===== config.mk =====
export PLATFORM = sky130hd
export DESIGN_NAME = pipe_hazard_ctrl
export DESIGN_NICKNAME = d
export VERILOG_FILES = /design/src/rtl/pipe_hazard_ctrl.sv
export SDC_FILE = /design/constraint.sdc
export NUM_CORES = 1
export LEC_CHECK = 0
export ABC_AREA = 0
export CORE_UTILIZATION = 47
export DETAILED_ROUTE_END_ITERATION = 16
export PLACE_DENSITY = 0.77
export SYNTH_ARGS = -nofsm -noshare
export SYNTH_HDL_FRONTEND = slang
export SYNTH_SLANG_ARGS = --single-unit

===== constraint.sdc =====
create_clock -name CLOCK_IN -period 1.84 [get_ports CLOCK_IN]
set_clock_uncertainty 0.05 [all_clocks]
set_input_delay 0.184 -clock CLOCK_IN [delete_from_list [all_inputs] [get_ports CLOCK_IN]]
set_output_delay 0.184 -clock CLOCK_IN [all_outputs]
set_load 0.02 [all_outputs]

===== src/rtl/pipe_hazard_ctrl.sv =====
`default_nettype none
// ============================================================================
// Module      : pipe_hazard_ctrl
// Description : Hazard, forwarding and flush controller for a 5-stage MIPS
//               pipeline. Keeps shadow EX/MEM/WB metadata and derives PC and
//               IF/ID enables, ID/EX bubbles, stage flushes, EX operand
//               forwarding selects and stall/flush event counters.
// Revision    : 1.0 - initial release
// ============================================================================
module pipe_hazard_ctrl #(
  parameter int REG_AW   = 5,   // register address width
  parameter int FWD_EN   = 1,   // 1: forwarding + load-use interlock, 0: full RAW interlock
  parameter int BR_STAGE = 3,   // 2: branch resolves in EX, 3: in MEM (other values illegal)
  parameter int CNT_W    = 32   // performance counter width
) (
  input  logic              CLOCK_IN,
  input  logic              RESET_N,
  input  logic              id_valid,
  input  logic [REG_AW-1:0] id_rs,
  input  logic [REG_AW-1:0] id_rt,
  input  logic              id_rs_used,
  input  logic              id_rt_used,
  input  logic [REG_AW-1:0] id_dst,
  input  logic              id_regwrite,
  input  logic              id_memread,
  input  logic              br_taken,
  input  logic              cnt_clr,
  output logic              pc_en,
  output logic              if_id_en,
  output logic              id_ex_bubble,
  output logic              flush_if_id,
  output logic              flush_id_ex,
  output logic              flush_ex_mem,
  output logic [1:0]        fwd_a,
  output logic [1:0]        fwd_b,
  output logic [CNT_W-1:0]  stall_cnt,
  output logic [CNT_W-1:0]  flush_cnt
);

  localparam logic [CNT_W-1:0] c_cnt_max = {CNT_W{1'b1}};
  localparam logic [CNT_W-1:0] c_cnt_one = {{(CNT_W-1){1'b0}}, 1'b1};

  typedef struct packed {
    logic              v;
    logic [REG_AW-1:0] dst;
    logic              rw;
    logic              mr;
    logic [REG_AW-1:0] rs;
    logic [REG_AW-1:0] rt;
    logic              rs_u;
    logic              rt_u;
  } shadow_t;

  shadow_t          r_ex, r_mem, r_wb;
  shadow_t          w_id;
  logic             w_ex_wr, w_mem_wr, w_wb_wr;
  logic             w_hazard, w_flush, w_flush_em, w_stall;
  logic [1:0]       w_fwd_a, w_fwd_b;
  logic [CNT_W-1:0] r_stall_cnt, r_flush_cnt;
  logic             w_unused;

  // A used source register that equals the destination of a live writer.
  function automatic logic f_hit(input logic used, input logic [REG_AW-1:0] src,
                                 input logic wr, input logic [REG_AW-1:0] dst);
    return used && wr && (src == dst);
  endfunction

  // EX operand select: the younger producer (MEM) wins over WB.
  function automatic logic [1:0] f_fwd_sel(input logic used, input logic [REG_AW-1:0] src,
                                           input logic mem_wr, input logic [REG_AW-1:0] mem_dst,
                                           input logic wb_wr, input logic [REG_AW-1:0] wb_dst);
    if (f_hit(used, src, mem_wr, mem_dst)) return 2'b01;
    if (f_hit(used, src, wb_wr, wb_dst))   return 2'b10;
    return 2'b00;
  endfunction

  assign w_id = '{v: id_valid, dst: id_dst, rw: id_regwrite, mr: id_memread,
                  rs: id_rs, rt: id_rt, rs_u: id_rs_used, rt_u: id_rt_used};

  // Register 0 is hard-wired, so a write to it is never a real producer.
  assign w_ex_wr  = r_ex.v  & r_ex.rw  & (r_ex.dst  != '0);
  assign w_mem_wr = r_mem.v & r_mem.rw & (r_mem.dst != '0);
  assign w_wb_wr  = r_wb.v  & r_wb.rw  & (r_wb.dst  != '0);

  generate
    if (FWD_EN != 0) begin : g_fwd
      logic w_rs_ex, w_rt_ex;
      assign w_rs_ex  = id_valid & f_hit(id_rs_used, id_rs, w_ex_wr, r_ex.dst);
      assign w_rt_ex  = id_valid & f_hit(id_rt_used, id_rt, w_ex_wr, r_ex.dst);
      // Only a load directly ahead cannot be bypassed: one bubble.
      assign w_hazard = (w_rs_ex | w_rt_ex) & r_ex.mr;
      assign w_fwd_a  = f_fwd_sel(r_ex.v & r_ex.rs_u, r_ex.rs, w_mem_wr, r_mem.dst, w_wb_wr, r_wb.dst);
      assign w_fwd_b  = f_fwd_sel(r_ex.v & r_ex.rt_u, r_ex.rt, w_mem_wr, r_mem.dst, w_wb_wr, r_wb.dst);
    end else begin : g_nofwd
      logic [5:0] w_hits;
      assign w_hits = {f_hit(id_rs_used, id_rs, w_ex_wr,  r_ex.dst),
                       f_hit(id_rt_used, id_rt, w_ex_wr,  r_ex.dst),
                       f_hit(id_rs_used, id_rs, w_mem_wr, r_mem.dst),
                       f_hit(id_rt_used, id_rt, w_mem_wr, r_mem.dst),
                       f_hit(id_rs_used, id_rs, w_wb_wr,  r_wb.dst),
                       f_hit(id_rt_used, id_rt, w_wb_wr,  r_wb.dst)};
      // Without bypass paths the consumer waits until the producer retires.
      assign w_hazard = id_valid & (|w_hits);
      assign w_fwd_a  = 2'b00;
      assign w_fwd_b  = 2'b00;
    end

    if (BR_STAGE == 2) begin : g_br_ex
      assign w_flush    = br_taken & r_ex.v;
      assign w_flush_em = 1'b0;
    end else begin : g_br_mem
      assign w_flush    = br_taken & r_mem.v;
      assign w_flush_em = w_flush;
    end
  endgenerate

  // A taken branch squashes the stalled instruction anyway, so it wins.
  assign w_stall = w_hazard & ~w_flush;

  assign pc_en        = ~w_stall;
  assign if_id_en     = ~w_stall;
  assign id_ex_bubble = w_stall;
  assign flush_if_id  = w_flush;
  assign flush_id_ex  = w_flush;
  assign flush_ex_mem = w_flush_em;
  assign fwd_a        = w_fwd_a;
  assign fwd_b        = w_fwd_b;
  assign stall_cnt    = r_stall_cnt;
  assign flush_cnt    = r_flush_cnt;

  // Source fields of older stages are carried for completeness only.
  assign w_unused = ^{r_ex.rs, r_ex.rt, r_ex.rs_u, r_ex.rt_u,
                      r_mem.mr, r_mem.rs, r_mem.rt, r_mem.rs_u, r_mem.rt_u,
                      r_wb.mr, r_wb.rs, r_wb.rt, r_wb.rs_u, r_wb.rt_u};

  // Shadow pipeline advance; bubbles and flushed slots enter as all-zero.
  always_ff @(posedge CLOCK_IN or negedge RESET_N) begin
    if (!RESET_N) begin
      r_ex  <= '0;
      r_mem <= '0;
      r_wb  <= '0;
    end else begin
      r_wb  <= r_mem;
      r_mem <= w_flush_em ? '0 : r_ex;
      r_ex  <= (w_stall | w_flush) ? '0 : w_id;
    end
  end

  // Saturating event counters; clear beats increment.
  always_ff @(posedge CLOCK_IN or negedge RESET_N) begin
    if (!RESET_N) begin
      r_stall_cnt <= '0;
      r_flush_cnt <= '0;
    end else if (cnt_clr) begin
      r_stall_cnt <= '0;
      r_flush_cnt <= '0;
    end else begin
      if (w_stall && (r_stall_cnt != c_cnt_max)) r_stall_cnt <= r_stall_cnt + c_cnt_one;
      if (w_flush && (r_flush_cnt != c_cnt_max)) r_flush_cnt <= r_flush_cnt + c_cnt_one;
    end
  end

endmodule
`default_nettype wire


==> impl_metrics.csv, run 1 <==
group,metric,value,unit
worst_setup_path,cp-start-kind,"register",
logic_synthesis,synth_cells,513,
drt,vias,5211,
sta,max_freq,463.7,MHz
sta,rsz0062_at_grt,"true",
sta,finalSetupViolCount,60,
logic_synthesis,syn_nets,539,
job,drv_cap,0,
finish,layout_commonest_cell,"buf_4",
logic_synthesis,synth_top_area_share,48.16,%
sta,min_period,2.157,ns
drt,avgViaCountPerCell,5.652,
worst_setup_path,cp.required,1.61,ns
clock_tree,cts_max_level,3,
floorplan,core-area,0.01042,mm^2
global_route,grt_max_degree,54,
sta,finalHoldViolations,0,
worst_setup_path,end_kind,"output pin",
power_and_ir_drop,power_density,507.0,mW/mm^2
power_and_ir_drop,p_leak,3.554,nW
clock_tree,clk_pin_slew,0.11,ns
worst_setup_path,worstPathArrival,1.92,ns
logic_synthesis,ys_seq_area_share,48.16,%
placed_design,gp_congestion,0.9147,
clock_tree,cts_root_buf,"clkbuf_8",
finish,drive_above_1_share,45.55,%
floorplan,die_h,106.1,um
clock_tree,cts_inserted_buffers,9,
floorplan,initial_utilization,48.89,%
outcome,violations,"negative setup slack",
sta,slew_violations,0,
logic_synthesis,async_flop_share,100.0,%
worst_setup_path,worst-path-max-fanout,3,
global_route,grt_pass1_vias,5314,
logic_synthesis,synthTopCellsByArea,"dfrtp_1 48%, xnor2_1 7.7%, nor2_1 3.8%",
placed_design,io_buffers,97,
floorplan,dieArea,0.01126,mm^2
finish,nets,807,
floorplan,die-width,106.1,um
drt,routed_wl,16690,um
logic_synthesis,yosysTopAreaCell,"dfrtp_1",
sta,timing.final.ws_setup,-0.3166,ns
clock_tree,cts.sinks,98,
clock_tree,cts_max_path_buffers,2,
finish,syn_to_final_growth,66.98,%
drt,drtIter0Drc,258,
finish,diodes,0,
floorplan,core.rowCount,37,
finish,mostFrequentLayoutCells,"143 x buf_4, 83 x clkdlybuf4s50_1, 50 x dfrtp_1",
logic_synthesis,synth_edf_count,0,
worst_setup_path,path_class,"reg2out",
clock_tree,worstSkewPairLatency,0.40,ns
logic_synthesis,yosysWarningCount,0,
global_route,antenna_found_initial,0,
power_and_ir_drop,power,0.004311,W
logic_synthesis,synth-seq-cells,98,
logic_synthesis,synth_ff_type,"dfrtp_1",
drt,drtAntennaViolNets,0,
logic_synthesis,synthDistinctLibCells,52,
global_route,grt_pass1_wl,25410,um
global_route,gr-usage-all-layers,28.66,%
clock_tree,cts_tree,"done",
sta,worst_slew_pin_slew,0.8179,ns
power_and_ir_drop,ir_drop,0.4051,mV
sta,finalCritPeriodShare,117.2,%
hold_path,hp-class,"in2async",
floorplan,pin_count,98,
sta,maxSlewHeadroom,45.47,%
global_route,grt_overflow,0,
logic_synthesis,synth.avg_cell_area,9.927,um^2
finish,final_util,81.63,%
drt,wire_per_inst,18.10,um
drt,drcViolationCount,0,
outcome,status,"finished with violations",
drt,dr.pass1.iters,4,
placed_design,dp.final_hpwl,10110,um
logic_synthesis,syn_area,0.005092,mm^2
-- layer usage --
metal,vias to the layer above,global-route usage [%],share of wire (%),routed length (um)
met2,182,52.10,51,8592
met3,67,5.457,4.6,772
li1,2370,-,-,-
met4,0,11.11,4.4,726
met1,2592,33.21,40,6595
met5,-,0,0,0
-- final timing paths --
check / from / depth (start not counted) / slack, ns / endpoint
worst max-delay path: r_wb[15]$_DFF_PN0_ / 5 / -0.32 / fwd_a[1]
worst min-delay path: RESET_N / 2 / 0.18 / flush_cnt[27]$_DFFE_PN0P_
worst max register to register: r_ex[18]$_DFF_PN0_ / 8 / -0.28 / stall_cnt[13]$_DFFE_PN0P_
worst min register to register: r_mem[13]$_DFF_PN0_ / 0 / 0.35 / r_wb[13]$_DFF_PN0_
max in group asynchronous: RESET_N / 3 / 0.90 / flush_cnt[10]$_DFFE_PN0P_
min in group CLOCK_IN: id_dst[0] / 2 / 0.29 / r_ex[14]$_DFF_PN0_
-- synthesized netlist by cell type, types with 3 or more instances --
cell / number
buf_2: 3
nor2_1: 51
dfrtp_1: 98
buf_4: 5
inv_1: 7
o21ai_1: 8
clkbuf_1: 10
xnor2_1: 45
nor2b_1: 5
o21ai_0: 18
and4_1: 6
and3_1: 11
nor4_1: 7
a21oi_1: 26
xor2_1: 17
or3_1: 21
nand3b_1: 3
and2_1: 28
nand2_1: 30
nand4_1: 29
nand4_2: 5
nor3_1: 7
or4_1: 7
nand3_1: 26
mux2_1: 3
nor4_2: 3
-- report_power, final --
| group | leakage [nW] | total [W] | internal (W) | switching, W |
|---|---|---|---|---|
| registers | 1.23 | 0.00227 | 0.00221 | 0.0000609 |
| logic | 2.22 | 0.000515 | 0.000275 | 0.000240 |
| clock network | 0.106 | 0.00152 | 0.000708 | 0.000815 |
| total | 3.55 | 0.00431 | 0.00320 | 0.00112 |
-- worst max-delay path, cell delays in order, from the launching register on --
cell	delay, ns
dfrtp_1	0.42
or4_4	0.51
o211ai_1	0.24
or4_1	0.16
nor2_1	0.04
buf_4	0.16
-- final cells by class --
type / instances / area [um^2]
Clock inverter: 5 / 60.06
Timing Repair Buffer: 274 / 2469
Fill cell: 557 / 1913
Inverter: 8 / 40.04
Multi-Input combinational cell: 390 / 3100
Sequential cell: 98 / 2512
Tap cell: 136 / 170.2
Clock buffer: 11 / 151.4
-- cells by family (layout without fill, tap and decap cells) --
logic type | Yosys count | in the layout | synth area share (%)
DFF | 98 | 98 | 48.16
and+or+nand+nor | 258 | 259 | 30.00
muxes | 4 | 4 | 0.8599
adders and majority gates | 2 | 2 | 0.4913
xor gates and xnor gates | 62 | 62 | 10.66
AOI/OAI and AO/OA | 63 | 63 | 7.469
buffers and inverters | 26 | 298 | 2.359
-- per-stage QoR --
| stage | setup TNS, ns | setup slack, ns | hold slack [ns] | std cells | cell area [um^2] |
|---|---|---|---|---|---|
| 2_1_floorplan | -0.1819 | -0.05696 | -0.1616 | 513 | 5230 |
| 3_3_place_gp | -17.79 | -0.4237 | 0.06231 | 860 | 7281 |
| 3_5_place_dp | -21.72 | -0.5091 | 0.06293 | 860 | 7281 |
| 4_1_cts | -6.796 | -0.3221 | 0.1887 | 907 | 8039 |
| 5_1_grt | -15.48 | -0.4294 | 0.2072 | 922 | 8503 |
| 6_report | -9.544 | -0.3166 | 0.1836 | 922 | 8503 |
-- repair_timing --
action | in CTS | in global routing
setup buffers | 29 | 15
hold buffers | 1 | 0
cloned | 2 | 1
setup endpoints to repair | 64 | 69
pin swaps | 45 | 57
hold endpoints to repair | 22 | 0
gates resized for setup | 118 | 71
-- state kept, by name, summed over array words and instances (netlist names) --
register   flops
r_ex          20
flush_cnt     32
r_wb           7
r_mem          7
stall_cnt     32
Power figures use the tool's default switching activity.
==> inputs of run 2 (changes only) <==
--- a/config.mk
+++ b/config.mk
@@ -6,9 +6,10 @@
 export NUM_CORES = 1
 export LEC_CHECK = 0
 export ABC_AREA = 0
-export CORE_UTILIZATION = 47
+export CORE_UTILIZATION = 49
+export CTS_BUF_LIST = sky130_fd_sc_hd__clkbuf_4 sky130_fd_sc_hd__clkbuf_8
 export DETAILED_ROUTE_END_ITERATION = 16
-export PLACE_DENSITY = 0.77
+export PLACE_DENSITY = 0.8
 export SYNTH_ARGS = -nofsm -noshare
 export SYNTH_HDL_FRONTEND = slang
 export SYNTH_SLANG_ARGS = --single-unit
==> impl_metrics.csv, run 2 (synthesis gave the netlist of run 1 again) <==
group,metric,value,unit
outcome,status,"finished with violations",
outcome,violations,"negative setup slack",
worst_setup_path,cp_num_buf_inv,1,
drt,avgViaCountPerCell,6.115,
global_route,grt_max_degree,42,
worst_setup_path,max_stage_delay,0.49,ns
worst_setup_path,startpoint,"flush_cnt[0]$_DFFE_PN0P_",
finish,final_util,86.06,%
finish,nets,803,
sta,maxSlewHeadroom,45.70,%
sta,finalHoldViolations,0,
worst_setup_path,cp-start-kind,"register",
floorplan,core.rowCount,36,
worst_setup_path,cp.required,2.08,ns
finish,drive_above_1_share,47.06,%
finish,mostFrequentLayoutCells,"142 x buf_4, 82 x clkdlybuf4s50_1, 49 x dfrtp_2, 49 x dfrtp_1, 46 x nor2_1",
global_route,grt_pass1_vias,5220,
sta,worst_slew_pin_slew,0.8145,ns
drt,drcViolationCount,0,
sta,tns,-21.25,ns
placed_design,dp.final_hpwl,10200,um
global_route,grt_overflow,0,
global_route,grt_pass1_wl,26000,um
global_route,gr-usage-all-layers,30.16,%
sta,min_period,2.422,ns
worst_setup_path,r2r_slack,-0.58,ns
global_route,antenna_found_initial,0,
finish,multi_input_area,0.003156,mm^2
sta,slew_violations,0,
finish,fill_cells,466,
finish,seqCellArea,0.002514,mm^2
placed_design,place_ws,-0.5842,ns
floorplan,initial_utilization,51.39,%
worst_setup_path,cpMaxStageDelayCell,"or3_1",
worst_setup_path,cp_top_family,"simple AND/OR/NAND/NOR gates",
drt,drtIter0Drc,385,
floorplan,die_h,103.9,um
hold_path,hp-class,"in2async",
sta,rsz0062_at_grt,"true",
worst_setup_path,worst-path-stages,8,
clock_tree,clk_pin_slew,0.11,ns
clock_tree,cts_max_level,3,
floorplan,core-area,0.009910,mm^2
drt,vias,5595,
finish,layout_commonest_cell,"buf_4",
finish,diodes,0,
floorplan,dieArea,0.01080,mm^2
sta,max_freq,412.8,MHz
drt,routed_wl,20110,um
drt,dr.pass1.iters,5,
placed_design,io_buffers,97,
worst_setup_path,ff2ff_path_depth,8,
sta,finalSetupViolCount,92,
clock_tree,worstSkewPairLatency,0.39,ns
worst_setup_path,path_cells,"ha_4, nand4_1, nor3_2, buf_4, and3b_1, nand3b_1, or3_1, a21oi_1",
worst_setup_path,end_kind,"register",
power_and_ir_drop,p_leak,3.583,nW
sta,timing.final.ws_setup,-0.5823,ns
clock_tree,cts.sinks,98,
sta,finalCritPeriodShare,131.6,%
clock_tree,cts_root_buf,"clkbuf_8",
worst_setup_path,worstPathArrival,2.67,ns
worst_setup_path,path_class,"reg2reg",
worst_setup_path,worstSetupEndpoint,"flush_cnt[30]$_DFFE_PN0P_",
worst_setup_path,worstReg2RegEnd,"flush_cnt[30]$_DFFE_PN0P_",
worst_setup_path,r2r-start,"flush_cnt[0]$_DFFE_PN0P_",
sta,holdWs,0.2502,ns
clock_tree,cts_inserted_buffers,9,
placed_design,gp_congestion,0.8896,
power_and_ir_drop,power_density,513.5,mW/mm^2
job,drv_cap,0,
floorplan,die-width,103.9,um
worst_setup_path,worst-path-max-fanout,4,
floorplan,pin_count,98,
finish,syn_to_final_growth,67.47,%
clock_tree,cts_tree,"done",
power_and_ir_drop,ir_drop,0.3909,mV
drt,wire_per_inst,21.97,um
drt,drtAntennaViolNets,0,
clock_tree,cts_max_path_buffers,2,
run 2: stage by stage:
stage | std cells | cell area (um^2) | total power (W)
global route | 915 | 8528 | 0.004488
finish | 915 | 8528 | 0.004380
floorplan | 513 | 5230 | 0.002493
detailed placement | 857 | 7289 | 0.002721
global placement | 857 | 7289 | 0.002705
CTS | 900 | 8024 | 0.004225
run 2: repair_timing:
| item | in CTS | in global routing |
|---|---|---|
| gates resized for setup | 119 | 83 |
| setup buffers | 24 | 16 |
| pin swaps | 51 | 52 |
| hold endpoints to repair | 35 | 0 |
| hold buffers | 1 | 0 |
| gates cloned | 2 | 3 |
| setup endpoints to repair | 92 | 91 |
run 2: report_power, final:
part	switching, W	leakage [nW]	internal (W)
clock	0.000838	0.106	0.000709
combinational	0.000269	2.24	0.000277
sequential	0.0000726	1.23	0.00221
total	0.00118	3.58	0.00320
run 2: layer usage:
metal	global-route usage (%)	vias up	share of wire, %
li1	-	2358	-
met1	36.84	2794	37
met2	54.05	355	51
met3	4.637	88	7.2
met4	10.51	0	4.7
met5	0	-	0
run 2: final cells by class:
class / instances / area share (%)
clock inverter: 5 / 0.7042
clock buffer: 11 / 1.775
tap: 133 / 1.951
multi-input combinational: 390 / 37.00
sequential: 98 / 29.47
inverter: 8 / 0.4695
timing repair buffer: 270 / 28.62
run 2: worst min-delay path by stage:
stage | to | depth (start not counted) | slack (ns) | from
6_report | stall_cnt[5]$_DFFE_PN0P_ | 2 | 0.25 | RESET_N
3_5_place_dp | stall_cnt[5]$_DFFE_PN0P_ | 1 | 0.14 | RESET_N
2_1_floorplan | flush_cnt[0]$_DFFE_PN0P_ | 0 | -0.16 | RESET_N
4_1_cts | stall_cnt[5]$_DFFE_PN0P_ | 2 | 0.27 | RESET_N
5_1_grt | r_ex[14]$_DFF_PN0_ | 2 | 0.30 | RESET_N
3_3_place_gp | stall_cnt[13]$_DFFE_PN0P_ | 1 | 0.14 | RESET_N
run 2: worst reg2reg max path, stage by stage, from the launching register on:
cell and delay (ns):
dfrtp_2 0.42, ha_4 0.17, nand4_1 0.21, nor3_2 0.22, buf_4 0.15, and3b_1 0.16, nand3b_1 0.21, or3_1 0.49
a21oi_1 0.24
